[config.mk]
export PLATFORM = sky130hd
export DESIGN_NAME = pd_pattern_sequencer
export DESIGN_NICKNAME = d
export VERILOG_FILES = /design/src/rtl/pd_seq_pkg.sv /design/src/rtl/pd_tick_prescaler.sv /design/src/rtl/pd_pattern_sequencer.sv
export SDC_FILE = /design/constraint.sdc
export NUM_CORES = 1
export LEC_CHECK = 0
export ABC_AREA = 1
export CORE_MARGIN = 1.5
export CORE_UTILIZATION = 61
export DETAILED_ROUTE_END_ITERATION = 12
export PLACE_DENSITY = 0.93
export SLEW_MARGIN = 20
export SYNTH_ARGS = -nofsm -noshare
export SYNTH_HDL_FRONTEND = slang
export SYNTH_SLANG_ARGS = --single-unit
[constraint.sdc]
create_clock -name pd_clk_clk -period 6.4 [get_ports pd_clk_clk]
set_clock_uncertainty 0.2 [all_clocks]
set_input_delay 0.64 -clock pd_clk_clk [delete_from_list [all_inputs] [get_ports pd_clk_clk]]
set_output_delay 0.64 -clock pd_clk_clk [all_outputs]
set_load 0.01 [all_outputs]
[src/rtl/pd_seq_pkg.sv]
// Shared types and word-field constants for the coil-pattern sequencer.
package pd_seq_pkg;

    typedef enum logic [1:0] {
        IDLE  = 2'd0,
        PRIME = 2'd1,
        PLAY  = 2'd2,
        FLUSH = 2'd3
    } state_t;

    localparam int unsigned WORD_W  = 32;
    localparam int unsigned PAT_LSB = 0;
    localparam int unsigned DUR_LSB = 16;

    localparam int unsigned DEFAULT_IDLE_PATTERN = 0;

endpackage

[src/rtl/pd_tick_prescaler.sv]
// Divides the clock into one-cycle ticks every TICK_DIV cycles; clr restarts the count.
module pd_tick_prescaler #(
    parameter int unsigned TICK_DIV = 1
) (
    input  logic clk,
    input  logic rst,
    input  logic clr,
    output logic tick_c
);

    localparam int unsigned CNT_W = (TICK_DIV > 1) ? $clog2(TICK_DIV) : 1;

    logic [CNT_W-1:0] cnt;

    assign tick_c = (cnt == CNT_W'(TICK_DIV - 1));

    always_ff @(posedge clk or posedge rst) begin
        if (rst) begin
            cnt <= '0;
        end else if (clr || tick_c) begin
            cnt <= '0;
        end else begin
            cnt <= cnt + CNT_W'(1);
        end
    end

endmodule

[src/rtl/pd_pattern_sequencer.sv]
// Avalon-MM read master that pops pattern words from the FIFO and holds each
// pattern on the coil-drive output for its programmed number of ticks.
module pd_pattern_sequencer
    import pd_seq_pkg::*;
#(
    parameter int unsigned PAT_W        = 16,
    parameter int unsigned DUR_W        = 16,
    parameter int unsigned TICK_DIV     = 1,
    parameter int unsigned IDLE_PATTERN = DEFAULT_IDLE_PATTERN
) (
    input  logic              pd_clk_clk,
    input  logic              pd_reset_reset,
    input  logic              ctrl_start,
    input  logic              ctrl_stop,
    input  logic              ctrl_abort,
    input  logic [15:0]       ctrl_word_count,
    output logic              fifo_read,
    input  logic [31:0]       fifo_readdata,
    input  logic              fifo_waitrequest,
    output logic [PAT_W-1:0]  pattern_out,
    output logic              pattern_valid,
    output logic              busy,
    output logic              done,
    output logic              underrun,
    output logic [15:0]       words_played
);

    localparam int unsigned  CNT_W    = 16;
    localparam logic [PAT_W-1:0] IDLE_PAT = PAT_W'(IDLE_PATTERN);

    state_t              state, state_n;
    logic                nxt_valid, nxt_valid_n;
    logic [WORD_W-1:0]   nxt_word;
    logic [CNT_W-1:0]    fetched, fetched_n;
    logic [CNT_W-1:0]    target, target_n;
    logic                stop_pending, stop_n;
    logic [DUR_W-1:0]    dur_cnt;

    logic                tick_c, clr_c, accept_c, read_out_c, last_c, reached_c;
    logic                start_c, load_c, end_c, underrun_c, issue_c;
    logic [WORD_W-1:0]   load_word_c;
    logic [DUR_W-1:0]    load_dur_c;

    assign accept_c    = fifo_read && !fifo_waitrequest;
    assign read_out_c  = fifo_read && fifo_waitrequest;
    assign last_c      = (state == PLAY) && tick_c && (dur_cnt == DUR_W'(1));
    assign reached_c   = (target != '0) && (words_played >= target);
    assign load_word_c = nxt_valid ? nxt_word : fifo_readdata;
    assign load_dur_c  = load_word_c[DUR_LSB +: DUR_W];
    assign clr_c       = load_c || (state != PLAY);

    pd_tick_prescaler #(
        .TICK_DIV (TICK_DIV)
    ) u_prescaler (
        .clk    (pd_clk_clk),
        .rst    (pd_reset_reset),
        .clr    (clr_c),
        .tick_c (tick_c)
    );

    // Next-state, buffer and fetch bookkeeping; abort overrides everything.
    always_comb begin
        state_n     = state;
        nxt_valid_n = nxt_valid;
        fetched_n   = fetched;
        stop_n      = stop_pending;
        start_c     = 1'b0;
        load_c      = 1'b0;
        end_c       = 1'b0;
        underrun_c  = 1'b0;
        unique case (state)
            IDLE: begin
                if (ctrl_start && !ctrl_stop && !ctrl_abort) begin
                    start_c     = 1'b1;
                    state_n     = PRIME;
                    fetched_n   = '0;
                    stop_n      = 1'b0;
                    nxt_valid_n = 1'b0;
                end
            end
            PRIME: begin
                if (accept_c) fetched_n = fetched + CNT_W'(1);
                if (ctrl_stop) stop_n = 1'b1;
                if (nxt_valid || accept_c) begin
                    load_c      = 1'b1;
                    nxt_valid_n = 1'b0;
                    state_n     = PLAY;
                end else if (stop_n && !fifo_read) begin
                    end_c   = 1'b1;
                    stop_n  = 1'b0;
                    state_n = IDLE;
                end
            end
            PLAY: begin
                if (accept_c) fetched_n = fetched + CNT_W'(1);
                if (last_c) begin
                    if (stop_pending || ctrl_stop || reached_c) begin
                        end_c       = 1'b1;
                        nxt_valid_n = 1'b0;
                        stop_n      = 1'b0;
                        state_n     = read_out_c ? FLUSH : IDLE;
                    end else if (nxt_valid || accept_c) begin
                        load_c      = 1'b1;
                        nxt_valid_n = 1'b0;
                    end else begin
                        underrun_c = 1'b1;
                        state_n    = PRIME;
                    end
                end else begin
                    if (ctrl_stop) stop_n = 1'b1;
                    if (accept_c) nxt_valid_n = 1'b1;
                end
            end
            FLUSH: begin
                if (accept_c) state_n = IDLE;
            end
            default: state_n = IDLE;
        endcase
        if (ctrl_abort && (state != IDLE)) begin
            state_n     = read_out_c ? FLUSH : IDLE;
            nxt_valid_n = 1'b0;
            stop_n      = 1'b0;
            load_c      = 1'b0;
            end_c       = 1'b0;
            underrun_c  = 1'b0;
        end
    end

    assign target_n = start_c ? ctrl_word_count : target;
    assign issue_c  = ((state_n == PRIME) || (state_n == PLAY)) && !nxt_valid_n && !stop_n &&
                      ((target_n == '0) || (fetched_n < target_n));

    always_ff @(posedge pd_clk_clk or posedge pd_reset_reset) begin
        if (pd_reset_reset) begin
            state         <= IDLE;
            nxt_valid     <= 1'b0;
            nxt_word      <= '0;
            fetched       <= '0;
            target        <= '0;
            stop_pending  <= 1'b0;
            dur_cnt       <= '0;
            fifo_read     <= 1'b0;
            pattern_out   <= IDLE_PAT;
            pattern_valid <= 1'b0;
            busy          <= 1'b0;
            done          <= 1'b0;
            underrun      <= 1'b0;
            words_played  <= '0;
        end else begin
            state        <= state_n;
            nxt_valid    <= nxt_valid_n;
            fetched      <= fetched_n;
            target       <= target_n;
            stop_pending <= stop_n;
            fifo_read    <= read_out_c || issue_c;
            busy         <= (state_n != IDLE);
            done         <= end_c;
            if (accept_c) nxt_word <= fifo_readdata;
            if (start_c) begin
                underrun     <= 1'b0;
                words_played <= '0;
            end
            if (underrun_c) underrun <= 1'b1;
            // Word load restarts the duration count; leaving PLAY idles the coil.
            if (load_c) begin
                pattern_out   <= load_word_c[PAT_LSB +: PAT_W];
                pattern_valid <= 1'b1;
                dur_cnt       <= (load_dur_c == '0) ? DUR_W'(1) : load_dur_c;
                if (words_played != 16'hFFFF) words_played <= words_played + 16'd1;
            end else if (state_n != PLAY) begin
                pattern_out   <= IDLE_PAT;
                pattern_valid <= 1'b0;
            end else if (tick_c && (dur_cnt != DUR_W'(1))) begin
                dur_cnt <= dur_cnt - DUR_W'(1);
            end
        end
    end

endmodule

==> metrics.md, run 1 <==
| Metric | Value |
|---|---|
| Leakage power of the design | `4.36 nW` |
| Maximum capacitance violations | `0` |
| Number of flops mapped to enable cells by yosys | `0` |
| Top-level I/O count | `91` |
| Height of the chip | `about 110 µm` |
| Maximum net fanout on the critical path | `25` |
| CP Capture Type | `flip-flop` |
| Setup Crit Path Kind | `input pin to flip-flop` |
| Total wire length after detailed routing | `18,300 µm` |
| Critical path arrival | `5.15 ns` |
| Last weighted congestion value of the routability-driven placer | `0.939` |
| Min-delay worst type | `flip-flop to flip-flop` |
| Starting utilization of the core area | `0.635` |
| Result of the run | `finished, final reports clean` |
| Netlist Area Pre-Place | `~7300 µm²` |
| Yosys cell types | `52` |
| Initial DRC Count | `between 800 and 900` |
| Chip Width | `113 µm` |
| Total power density per cell area | `376 nW/µm²` |
| Reg-to-reg slack, setup | `between 1.5 and 2 ns` |
| Area growth from synthesis to final layout | `21.1%` |
| Depth of the CTS H-tree | `4` |
| First drt pass iteration count | `6` |
| Antenna Cells | `0` |
| Overflow left after global routing | `0` |
| Synthesized area divided by synthesized cell count | `7.73 µm²` |
| Most frequent cells in the layout | `222 x sky130_fd_sc_hd__nand2_1, 122 x sky130_fd_sc_hd__dfrtp_1, 118 x sky130_fd_sc_hd__inv_1, 90 x sky130_fd_sc_hd__clkdlybuf4s50_1` |
| Startpoint kind of the worst setup timing path | `input pin` |
| Final max-slew violation count | `0` |
| Vias | `roughly 6,800` |
| Number of nets in the synthesized netlist | `between 1,000 and 1,500` |
| Final-report hold violation count | `0` |
| CTS hold repair buffers | `0` |
| Pin count of the biggest net entering global routing | `83` |
| CP Data Required Time | `approximately 6.6 ns` |
| Site Rows | `39` |
| Number of fill cells in the layout | `between 700 and 800` |
| Maximum VDD drop | `0.000299 V` |
| Total DRC errors in the routed layout | `0` |
| CTS tree | `done` |
| Actual transition at the worst max-transition pin | `~0.96 ns` |
| Placed wire-length estimate after detailed placement | `roughly 13,000 µm` |
| Cell count after placement | `~1,200` |
| Area of the core | `around 12,000 µm²` |
| Clock buffer count from CTS | `17` |
| Wire length of the first global-routing pass | `between 30,000 and 40,000 µm` |
| # nets final | `between 1,000 and 1,500` |
| Worst slew slack as a fraction of its limit | `0.359` |
| Proportion of layout cells with a drive suffix above 1 | `0.0624` |
| Antenna violations before repair | `0` |
| IO buf count | `90` |
| Die ar. | `about 13,000 µm²` |
| Yosys synthesis warning count | `0` |
| RSZ-0062 raised after global routing | `no` |
| Post-route total power | `around 3.3 mW` |
| Minimum period implied by the final worst setup slack | `roughly 5 ns` |
| Share of synthesized flip-flops with an asynchronous set or reset | `1.00` |
| Bufs on Longest Clock Path | `2` |
| Clock-pin slew on the worst setup and hold paths | `roughly 0.060 ns` |
| Buffer cell driving the clock tree root | `sky130_fd_sc_hd__clkbuf_16` |
| Number of global-route vias before repair | `about 6,500` |
| Total Negative Setup Slacks | `0 ns` |
| Global-route usage over all layers | `0.304` |
| Dominant synthesized flop cell | `sky130_fd_sc_hd__dfrtp_1` |
| Routed vias/inst | `slightly below 6` |
| Seq/Total Area, Yosys | `0.416` |
| Synth Instances | `~950` |
| Number of setup buffers added after CTS | `0` |
| Flop and latch count out of synthesis | `around 120` |
| Final count of negative-setup-slack endpoints | `0` |
| Post_cts resized | `0` |
| FMAX | `roughly 200 MHz` |
| Count of antenna-violating nets left after detailed routing | `0` |
| Routed wirelength normalized by instance count | `roughly 15 µm` |
| Worst skew pair latency | `around 0.42 ns` |
| Number of sinks driven by the clock tree | `122` |
| Final cell count without fillers | `1,184` |
| Most common cell after layout, fill and taps aside | `sky130_fd_sc_hd__nand2_1` |
| Final cycle utilization of the critical path | `0.780` |
-- worst max-delay path, stage by stage --
cell                              delay [ns]
sky130_fd_sc_hd__clkdlybuf4s50_1        0.42
sky130_fd_sc_hd__inv_1                  0.08
sky130_fd_sc_hd__nand2_1                0.06
sky130_fd_sc_hd__inv_1                  0.55
sky130_fd_sc_hd__nor2_1                 0.27
sky130_fd_sc_hd__nor2_1                 0.15
sky130_fd_sc_hd__nand4_1                0.10
sky130_fd_sc_hd__nand3_1                0.13
sky130_fd_sc_hd__nand2_1                0.06
sky130_fd_sc_hd__nand2_1                0.08
sky130_fd_sc_hd__nand2_1                0.09
sky130_fd_sc_hd__inv_1                  0.09
sky130_fd_sc_hd__ha_1                   0.64
sky130_fd_sc_hd__nand3_1                0.84
sky130_fd_sc_hd__inv_1                  0.51
sky130_fd_sc_hd__o21ai_0                0.14
sky130_fd_sc_hd__a21oi_1                0.13
sky130_fd_sc_hd__nand2_1                0.06
sky130_fd_sc_hd__nand3_1                0.11
-- sequential cells by signal (all words and copies together) (netlist names) --
signal / count
busy: 1
nxt_valid: 1
state: 2
target: 16
words_played: 16
fifo_read: 1
pattern_out: 16
pattern_valid: 1
fetched: 16
dur_cnt: 16
u_prescaler.cnt: 1
underrun: 1
done: 1
nxt_word: 32
stop_pending: 1
-- metrics by stage --
| stage | hold WS, ns | instance area (µm²) | utilization | worst slack [ns] |
|---|---|---|---|---|
| 2_1_floorplan | 0.248 | 7340 | - | 2.32 |
| 3_3_place_gp | 0.261 | 8270 | 0.715 | 1.31 |
| 3_5_place_dp | 0.269 | 8270 | 0.715 | 1.14 |
| 4_1_cts | 0.285 | 8880 | 0.768 | 1.55 |
| 5_1_grt | 0.301 | 8880 | 0.768 | 1.02 |
| 6_report | 0.285 | 8880 | 0.768 | 1.41 |
-- routing by layer --
layer | track usage | vias up | wire [µm]
li1 | - | 3290 | -
met3 | 0.0605 | 49 | 1300
met5 | 0 | - | 0
met2 | 0.495 | 320 | 8770
met1 | 0.404 | 3164 | 7780
met4 | 0.115 | 0 | 475
-- worst paths after layout --
| kind | end | startpoint | cells after the start |
|---|---|---|---|
| hold reg to reg | nxt_word[0] | nxt_word[0] | 2 |
| min in group asynchronous | done | pd_reset_reset | 2 |
| setup reg to reg | dur_cnt[7] | words_played[5] | 21 |
| hold / removal | nxt_word[0] | nxt_word[0] | 2 |
| setup / recovery | dur_cnt[7] | fifo_waitrequest | 19 |
| max in group asynchronous | fetched[14] | pd_reset_reset | 3 |
-- layout make-up --
cell class / count / area (µm²) / area share
clock buffers: 18 / 439 / 0.0494
clock inverters: 14 / 173 / 0.0194
inverters: 125 / 473 / 0.0532
multi-input cells: 669 / 3640 / 0.410
flip-flops and latches: 122 / 3050 / 0.344
well taps: 143 / 179 / 0.0201
repair buffers: 93 / 923 / 0.104
-- cells in the mapped netlist, drive strengths merged, types with 3 or more instances --
| master | instances | area share |
|---|---|---|
| a21oi | 23 | 0.016 |
| a31oi | 3 | 0.0026 |
| buf | 16 | 0.015 |
| clkbuf | 17 | 0.0087 |
| dfrtp | 122 | 0.42 |
| ha | 41 | 0.070 |
| inv | 123 | 0.063 |
| mux2i | 15 | 0.020 |
| nand2 | 227 | 0.12 |
| nand3 | 84 | 0.058 |
| nand4 | 17 | 0.017 |
| nor2 | 61 | 0.033 |
| nor3 | 8 | 0.0061 |
| nor3b | 3 | 0.0038 |
| nor4 | 11 | 0.0094 |
| o211ai | 4 | 0.0041 |
| o21a | 3 | 0.0031 |
| o21ai | 117 | 0.081 |
| o22ai | 4 | 0.0034 |
| or2 | 14 | 0.012 |
| xnor2 | 8 | 0.0095 |
| xor2 | 11 | 0.013 |
-- logic make-up (layout without fill, tap and decap cells) --
kind of cell             after synthesis  in the layout  synth area share
buffers and inverters                158            250            0.0875
adder cells (fa/ha/maj)               41             41            0.0699
AO/OA/AOI/OAI                        167            167             0.124
other                                  1              1          0.000511
AND/OR/NAND/NOR                      426            426             0.259
multiplexers                          15             15            0.0205
XOR/XNOR                              19             19            0.0227
flip-flops                           122            122             0.416
-- power breakdown --
group          leakage (nW)  internal (mW)  switching, mW
clock network         0.285          0.622          0.363
registers              1.58           1.00          0.191
logic                  2.50          0.410          0.753
No activity file was read; power rests on OpenSTA's default activity.
==> inputs of run 2 (changes only) <==
CORE_UTILIZATION = 57   (was 61)
PLACE_DENSITY = 0.89   (was 0.93)
clock period = 5.2 ns   (was 6.4 ns; I/O delays follow)
==> metrics.md, run 2 (synthesis gave the netlist of run 1 again) <==
| Metric | Value |
|---|---|
| Total wire length after detailed routing | `17,900 µm (-2.1%)` |
| Multi-input logic area | `3640 µm² (unchanged)` |
| Startpoint kind of the worst setup timing path | `flip-flop` |
| Maximum VDD drop | `0.000273 V (-8.8%)` |
| Top-level I/O count | `91 (unchanged)` |
| CTS tree | `done` |
| Crit path max-delay cell type | `sky130_fd_sc_hd__ha_1` |
| Actual transition at the worst max-transition pin | `0.847 ns (-0.112 ns)` |
| Routed vias/inst | `5.59 (-2.9%)` |
| Final max-slew violation count | `0 (unchanged)` |
| Clock buffer count from CTS | `17 (unchanged)` |
| Depth of the CTS H-tree | `4 (unchanged)` |
| CP Data Required Time | `5.35 ns (-1.21 ns)` |
| Maximum capacitance violations | `0 (unchanged)` |
| Post-route setup slack | `0.938 ns (-0.471 ns)` |
| Height of the chip | `116 µm (+3.4%)` |
| Number of setup buffers added after CTS | `0 (unchanged)` |
| Number of instances on the worst hold path | `2 (unchanged)` |
| CP bufs+invs | `2 (-3)` |
| Register with the most flip-flops | `nxt_word` |
| Pin count of the biggest net entering global routing | `83 (unchanged)` |
| CP Capture Type | `flip-flop` |
| Count of antenna-violating nets left after detailed routing | `0 (unchanged)` |
| Bufs on Longest Clock Path | `2 (unchanged)` |
| Wire length of the first global-routing pass | `29,600 µm (-3.3%)` |
| Sequential cell area | `3050 µm² (about the same)` |
| Starting utilization of the core area | `0.584 (-0.0507)` |
| IO buf count | `90 (unchanged)` |
| CTS hold repair buffers | `0 (unchanged)` |
| Post-route total power | `4.06 mW (+21%)` |
| Leakage power of the design | `4.37 nW (+0.15%)` |
| Stage delay of the slowest cell on the critical path | `0.70 ns (-0.14 ns)` |
| Result of the run | `finished, final reports clean` |
| Global-route usage over all layers | `0.280 (-0.0237)` |
| Vias | `6,802 (-0.31%)` |
| Largest register FFs | `32 (unchanged)` |
| FMAX | `235 MHz` |
| Min-delay worst type | `flip-flop to flip-flop` |
| Total Negative Setup Slacks | `0 ns (unchanged)` |
| Minimum period implied by the final worst setup slack | `4.26 ns` |
| Buffer cell driving the clock tree root | `sky130_fd_sc_hd__clkbuf_16` |
| Number of fill cells in the layout | `968 (+22%)` |
| Cell count after placement | `1,184 (+2.8%)` |
| Last weighted congestion value of the routability-driven placer | `0.914 (-2.7%)` |
| Setup Crit Path Kind | `flip-flop to flip-flop` |
| Final cell count without fillers | `1,216 (+2.7%)` |
| Chip Width | `116 µm (+3.4%)` |
| Final-report hold violation count | `0 (unchanged)` |
| Worst slew slack as a fraction of its limit | `0.435 (+0.0764)` |
| Die ar. | `13,600 µm² (+6.8%)` |
| Placed wire-length estimate after detailed placement | `12,800 µm (+0.81%)` |
| Proportion of layout cells with a drive suffix above 1 | `0.0642 (+0.00174)` |
| First drt pass iteration count | `5 (-1)` |
| Total power density per cell area | `455 nW/µm² (+21%)` |
| Initial DRC Count | `593 (-29%)` |
| Final count of negative-setup-slack endpoints | `0 (unchanged)` |
| Placed inst area | `8330 µm² (+0.73%)` |
| Antenna Cells | `0 (unchanged)` |
| Worst skew pair latency | `0.42 ns (about the same)` |
| Final Cell Area | `8910 µm² (+0.31%)` |
| Most frequent cells in the layout | `222 x sky130_fd_sc_hd__nand2_1, 121 x sky130_fd_sc_hd__dfrtp_1, 118 x sky130_fd_sc_hd__inv_1, 90 x sky130_fd_sc_hd__clkdlybuf4s50_1` |
| Routed wirelength normalized by instance count | `14.8 µm (-4.6%)` |
| Area growth from synthesis to final layout | `21.4%` |
| Logic depth of the worst path, buffers included | `22 (+3)` |
| Cell family with the largest share of critical-path delay | `simple AND/OR/NAND/NOR gates` |
| Post_cts resized | `0 (unchanged)` |
| Site Rows | `41 (+5.1%)` |
| Most common cell after layout, fill and taps aside | `sky130_fd_sc_hd__nand2_1` |
| # nets final | `1,126 (+0.27%)` |
| Cell-by-cell trace of the critical path | `ha_1 -> a21oi_1 -> nor2_1 -> nor3_1 -> nand2_1 -> nand2_1 -> nand2_1 -> nand2_1 -> nand2_1 -> nand3_1 -> nand3_1 -> nand2_1 -> nand2_1 -> o21ai_0 -> ha_1 -> nand3_1 -> buf_4 -> inv_1 -> o21ai_0 -> a21oi_1 -> nand2_1 -> nand3_1` |
| Critical path arrival | `4.41 ns (-0.74 ns)` |
| Final cycle utilization of the critical path | `0.820` |
| Most numerous cell on the critical path | `sky130_fd_sc_hd__nand2_1` |
| Final core utilization | `0.709 (-0.0591)` |
| Total DRC errors in the routed layout | `0 (unchanged)` |
| Maximum net fanout on the critical path | `18 (-28%)` |
| RSZ-0062 raised after global routing | `no` |
| Area of the core | `12,600 µm² (+8.7%)` |
| Worst slack at placement | `0.885 ns (-0.257 ns)` |
| Overflow left after global routing | `0 (unchanged)` |
| Depth of the most critical reg-to-reg path | `22 (+4.8%)` |
| Clock-pin slew on the worst setup and hold paths | `0.06 ns (about the same)` |
| Number of global-route vias before repair | `6,336 (-2.1%)` |
| Number of sinks driven by the clock tree | `122 (unchanged)` |
| Post-Route Hold Slack | `0.276 ns (-0.00878 ns)` |
| Antenna violations before repair | `0 (unchanged)` |
[run 2: cell types whose count changed in the layout (fill, tap and decap cells not counted), sizes merged]
cell      change
buf           +3
clkinvlp      -3
inv           +2
bufinv        -1
clkbuf        +1
clkinv        +1
[run 2: routing by layer]
layer | share of wire | GRT usage | vias to the layer above
li1 | - | - | 3312
met1 | 0.44 | 0.382 | 3219
met2 | 0.48 | 0.442 | 227
met3 | 0.058 | 0.0524 | 44
met4 | 0.029 | 0.120 | 0
met5 | 0 | 0 | -
[run 2: layout make-up]
class	instances	area share
clock buffer	19	0.0486
clock inverter	13	0.0164
inverter	125	0.0531
multi-input combinational	669	0.409
sequential	122	0.343
tap	172	0.0242
timing repair buffer	96	0.106
[run 2: path summary, 6_finish.rpt]
kind	startpoint	end	slack [ns]
worst max-delay path	words_played[5]	dur_cnt[7]	0.94
worst min-delay path	nxt_word[9]	nxt_word[9]	0.28
worst max register to register	words_played[5]	dur_cnt[7]	0.94
worst min register to register	nxt_word[9]	nxt_word[9]	0.28
max in group asynchronous	pd_reset_reset	target[6]	3.53
min in group asynchronous	pd_reset_reset	dur_cnt[5]	0.35
[run 2: worst reg2reg max path: cells and delay by family (launching register included)]
kind	cells	cell delay [ns]
adder cells (fa/ha/maj)	2	1.03
AND/OR/NAND/NOR	14	1.52
buffers and inverters	2	0.51
AO/OA/AOI/OAI	4	0.49
flip-flops	1	0.43
[run 2: report_power, final]
group	leakage, nW	internal, mW	switching, mW
Combinational	2.51	0.508	0.925
Sequential	1.58	1.23	0.231
Clock	0.278	0.709	0.450
Total	4.37	2.45	1.61
==> inputs of run 3 (changes only) <==
CORE_UTILIZATION = 51   (was 57)
PLACE_DENSITY = 0.84   (was 0.89)
clock period = 3.8 ns   (was 5.2 ns; I/O delays follow)
==> metrics.md, run 3 (synthesis gave the netlist of run 1 again) <==
| Metric | Value |
|---|---|
| Proportion of layout cells with a drive suffix above 1 | `0.0794 (+0.0152)` |
| Pin count of the biggest net entering global routing | `62 (-25%)` |
| Final count of negative-setup-slack endpoints | `0 (unchanged)` |
| Maximum net fanout on the critical path | `12 (-6)` |
| Final cycle utilization of the critical path | `0.910 (+0.0903)` |
| # nets final | `1,142 (+1.4%)` |
| Total wire length after detailed routing | `18,000 µm (+0.27%)` |
| Placed wire-length estimate after detailed placement | `12,900 µm (+1.1%)` |
| Vias | `6,762 (-0.59%)` |
| RSZ-0062 raised after global routing | `no` |
| CP Capture Type | `flip-flop` |
| Antenna Cells | `0 (unchanged)` |
| Last weighted congestion value of the routability-driven placer | `0.921 (+0.82%)` |
| Depth of the CTS H-tree | `4 (unchanged)` |
| Maximum VDD drop | `0.000393 V (+44%)` |
| Most common cell after layout, fill and taps aside | `sky130_fd_sc_hd__nand2_1` |
| Minimum period implied by the final worst setup slack | `3.46 ns (-0.804 ns)` |
| Worst slew slack as a fraction of its limit | `0.376 (-0.0597)` |
| Number of sinks driven by the clock tree | `122 (unchanged)` |
| Part of the total power dissipated in the clock network | `0.306 (+0.020)` |
| Overflow left after global routing | `0 (unchanged)` |
| Initial DRC Count | `547 (-7.8%)` |
| Final-report hold violation count | `0 (unchanged)` |
| Stage delay of the slowest cell on the critical path | `0.45 ns (-0.25 ns)` |
| Total power density per cell area | `633 nW/µm² (+39%)` |
| Total Negative Setup Slacks | `0 ns (unchanged)` |
| Cell count after placement | `1,205 (+1.8%)` |
| Net Sw Power | `2.16 mW (+35%)` |
| Chip Width | `123 µm (+5.6%)` |
| Height of the chip | `123 µm (+5.6%)` |
| Maximum capacitance violations | `0 (unchanged)` |
| CTS hold repair buffers | `0 (unchanged)` |
| Clock buffer count from CTS | `17 (unchanged)` |
| Result of the run | `finished, final reports clean` |
| Number of fill cells in the layout | `1,154 (+19%)` |
| CTS tree | `done` |
| Min-delay worst type | `flip-flop to flip-flop` |
| Most numerous cell on the critical path | `sky130_fd_sc_hd__nand2_1` |
| Global-route usage over all layers | `0.254 (-0.0267)` |
| CP Data Required Time | `3.96 ns (-1.39 ns)` |
| Buffer cell driving the clock tree root | `sky130_fd_sc_hd__clkbuf_16` |
| Startpoint kind of the worst setup timing path | `flip-flop` |
| Bufs on Longest Clock Path | `2 (unchanged)` |
| Leakage power of the design | `4.48 nW (+2.5%)` |
| Die ar. | `15,100 µm² (+11%)` |
| Post-route setup slack | `0.342 ns (-0.596 ns)` |
| Total DRC errors in the routed layout | `0 (unchanged)` |
| Cell-by-cell trace of the critical path | `ha_1 -> clkinv_1 -> nand2_1 -> inv_1 -> o21ai_0 -> ha_1 -> a21oi_1 -> nor2_1 -> a2111oi_0 -> nand2_1 -> nand2_1 -> nand2_1 -> nand2_1` |
| Crit path max-delay cell type | `sky130_fd_sc_hd__dfrtp_1` |
| Final Cell Area | `9120 µm² (+2.4%)` |
| Register with the most flip-flops | `nxt_word` |
| Critical path arrival | `3.61 ns (-0.80 ns)` |
| Routed vias/inst | `5.46 (-2.4%)` |
| Antenna violations before repair | `0 (unchanged)` |
| Setup Crit Path Kind | `flip-flop to flip-flop` |
| Number of global-route vias before repair | `6,235 (-1.6%)` |
| Proportion of total power due to net switching | `0.374 (-0.0218)` |
| Final cell count without fillers | `1,238 (+1.8%)` |
| Clock-pin slew on the worst setup and hold paths | `0.06 ns (about the same)` |
| First drt pass iteration count | `5 (unchanged)` |
| Worst slack at placement | `0.170 ns (-0.715 ns)` |
| Starting utilization of the core area | `0.525 (-0.0593)` |
| Most frequent cells in the layout | `221 x sky130_fd_sc_hd__nand2_1, 122 x sky130_fd_sc_hd__dfrtp_1, 118 x sky130_fd_sc_hd__inv_1, 90 x sky130_fd_sc_hd__clkdlybuf4s50_1, 83 x sky130_fd_sc_hd__o21ai_0` |
| Sequential group share of total power | `0.344 (-0.017)` |
| FMAX | `289 MHz (+23%)` |
| Final max-slew violation count | `0 (unchanged)` |
| Area of the core | `14,000 µm² (+11%)` |
| Wire length of the first global-routing pass | `29,800 µm (+0.82%)` |
| Placed inst area | `8450 µm² (+1.4%)` |
| Worst skew pair latency | `0.43 ns (about the same)` |
| Count of antenna-violating nets left after detailed routing | `0 (unchanged)` |
| Site Rows | `43 (+4.9%)` |
| Top-level I/O count | `91 (unchanged)` |
| Area growth from synthesis to final layout | `24.3%` |
| IO buf count | `90 (unchanged)` |
| Routed wirelength normalized by instance count | `14.5 µm (-1.5%)` |
| Largest register FFs | `32 (unchanged)` |
| Actual transition at the worst max-transition pin | `0.935 ns (+0.0875 ns)` |
| Final core utilization | `0.652 (-0.0568)` |
| Internal power | `3.62 mW (+48%)` |
| Part of the power in combinational logic | `0.349 (-0.004)` |
run 3: power by group through the flow:
stage | clock network (mW) | registers, mW | logic, mW
detailed placement | 0 | 1.99 | 1.97
global route | 1.84 | 2.03 | 2.30
floorplan | 0 | 1.94 | 1.41
CTS | 1.79 | 1.98 | 1.99
global placement | 0 | 1.98 | 1.91
finish | 1.77 | 1.99 | 2.02
run 3: critical path: cells and delay by family (launching register included):
| family | cells | cell delay, ns |
|---|---|---|
| AO/OA/AOI/OAI | 3 | 0.94 |
| adder cells (fa/ha/maj) | 2 | 0.69 |
| AND/OR/NAND/NOR | 6 | 0.57 |
| buffers and inverters | 2 | 0.51 |
| flip-flops | 1 | 0.45 |
run 3: final timing paths:
path	slack (ns)	to	depth (start not counted)	from
setup / recovery	0.34	fifo_read	13	state[0]
hold / removal	0.28	nxt_word[8]	2	nxt_word[8]
setup reg to reg	0.34	fifo_read	13	state[0]
hold reg to reg	0.28	nxt_word[8]	2	nxt_word[8]
max in group asynchronous	2.28	fifo_read	3	pd_reset_reset
min in group asynchronous	0.29	words_played[4]	2	pd_reset_reset
run 3: final cells by class:
type                    instances  area [µm²]  area share
inverters                     125         474      0.0520
clock inverters                11         196      0.0215
clock buffers                  19         443      0.0485
well taps                     180         225      0.0247
flip-flops and latches        122        3050       0.335
multi-input cells             669        3650       0.400
repair buffers                112        1080       0.118
run 3: timing repair:
action | in CTS | in global routing
setup endpoints to repair | 0 | 4
resized for setup | 0 | 3
setup buffers | 0 | 3
run 3: per-layer routing:
metal / global-route usage / share of wire / up-vias
li1: - / - / 3335
met1: 0.342 / 0.45 / 3188
met2: 0.402 / 0.48 / 202
met3: 0.0526 / 0.053 / 37
met4: 0.0974 / 0.024 / 0
met5: 0 / 0 / -
run 3: through the flow:
stage / power, mW / hold slack, ns
floorplan: 3.35 / 0.248
global placement: 3.89 / 0.261
detailed placement: 3.96 / 0.266
CTS: 5.76 / 0.282
global route: 6.17 / 0.304
finish: 5.78 / 0.280
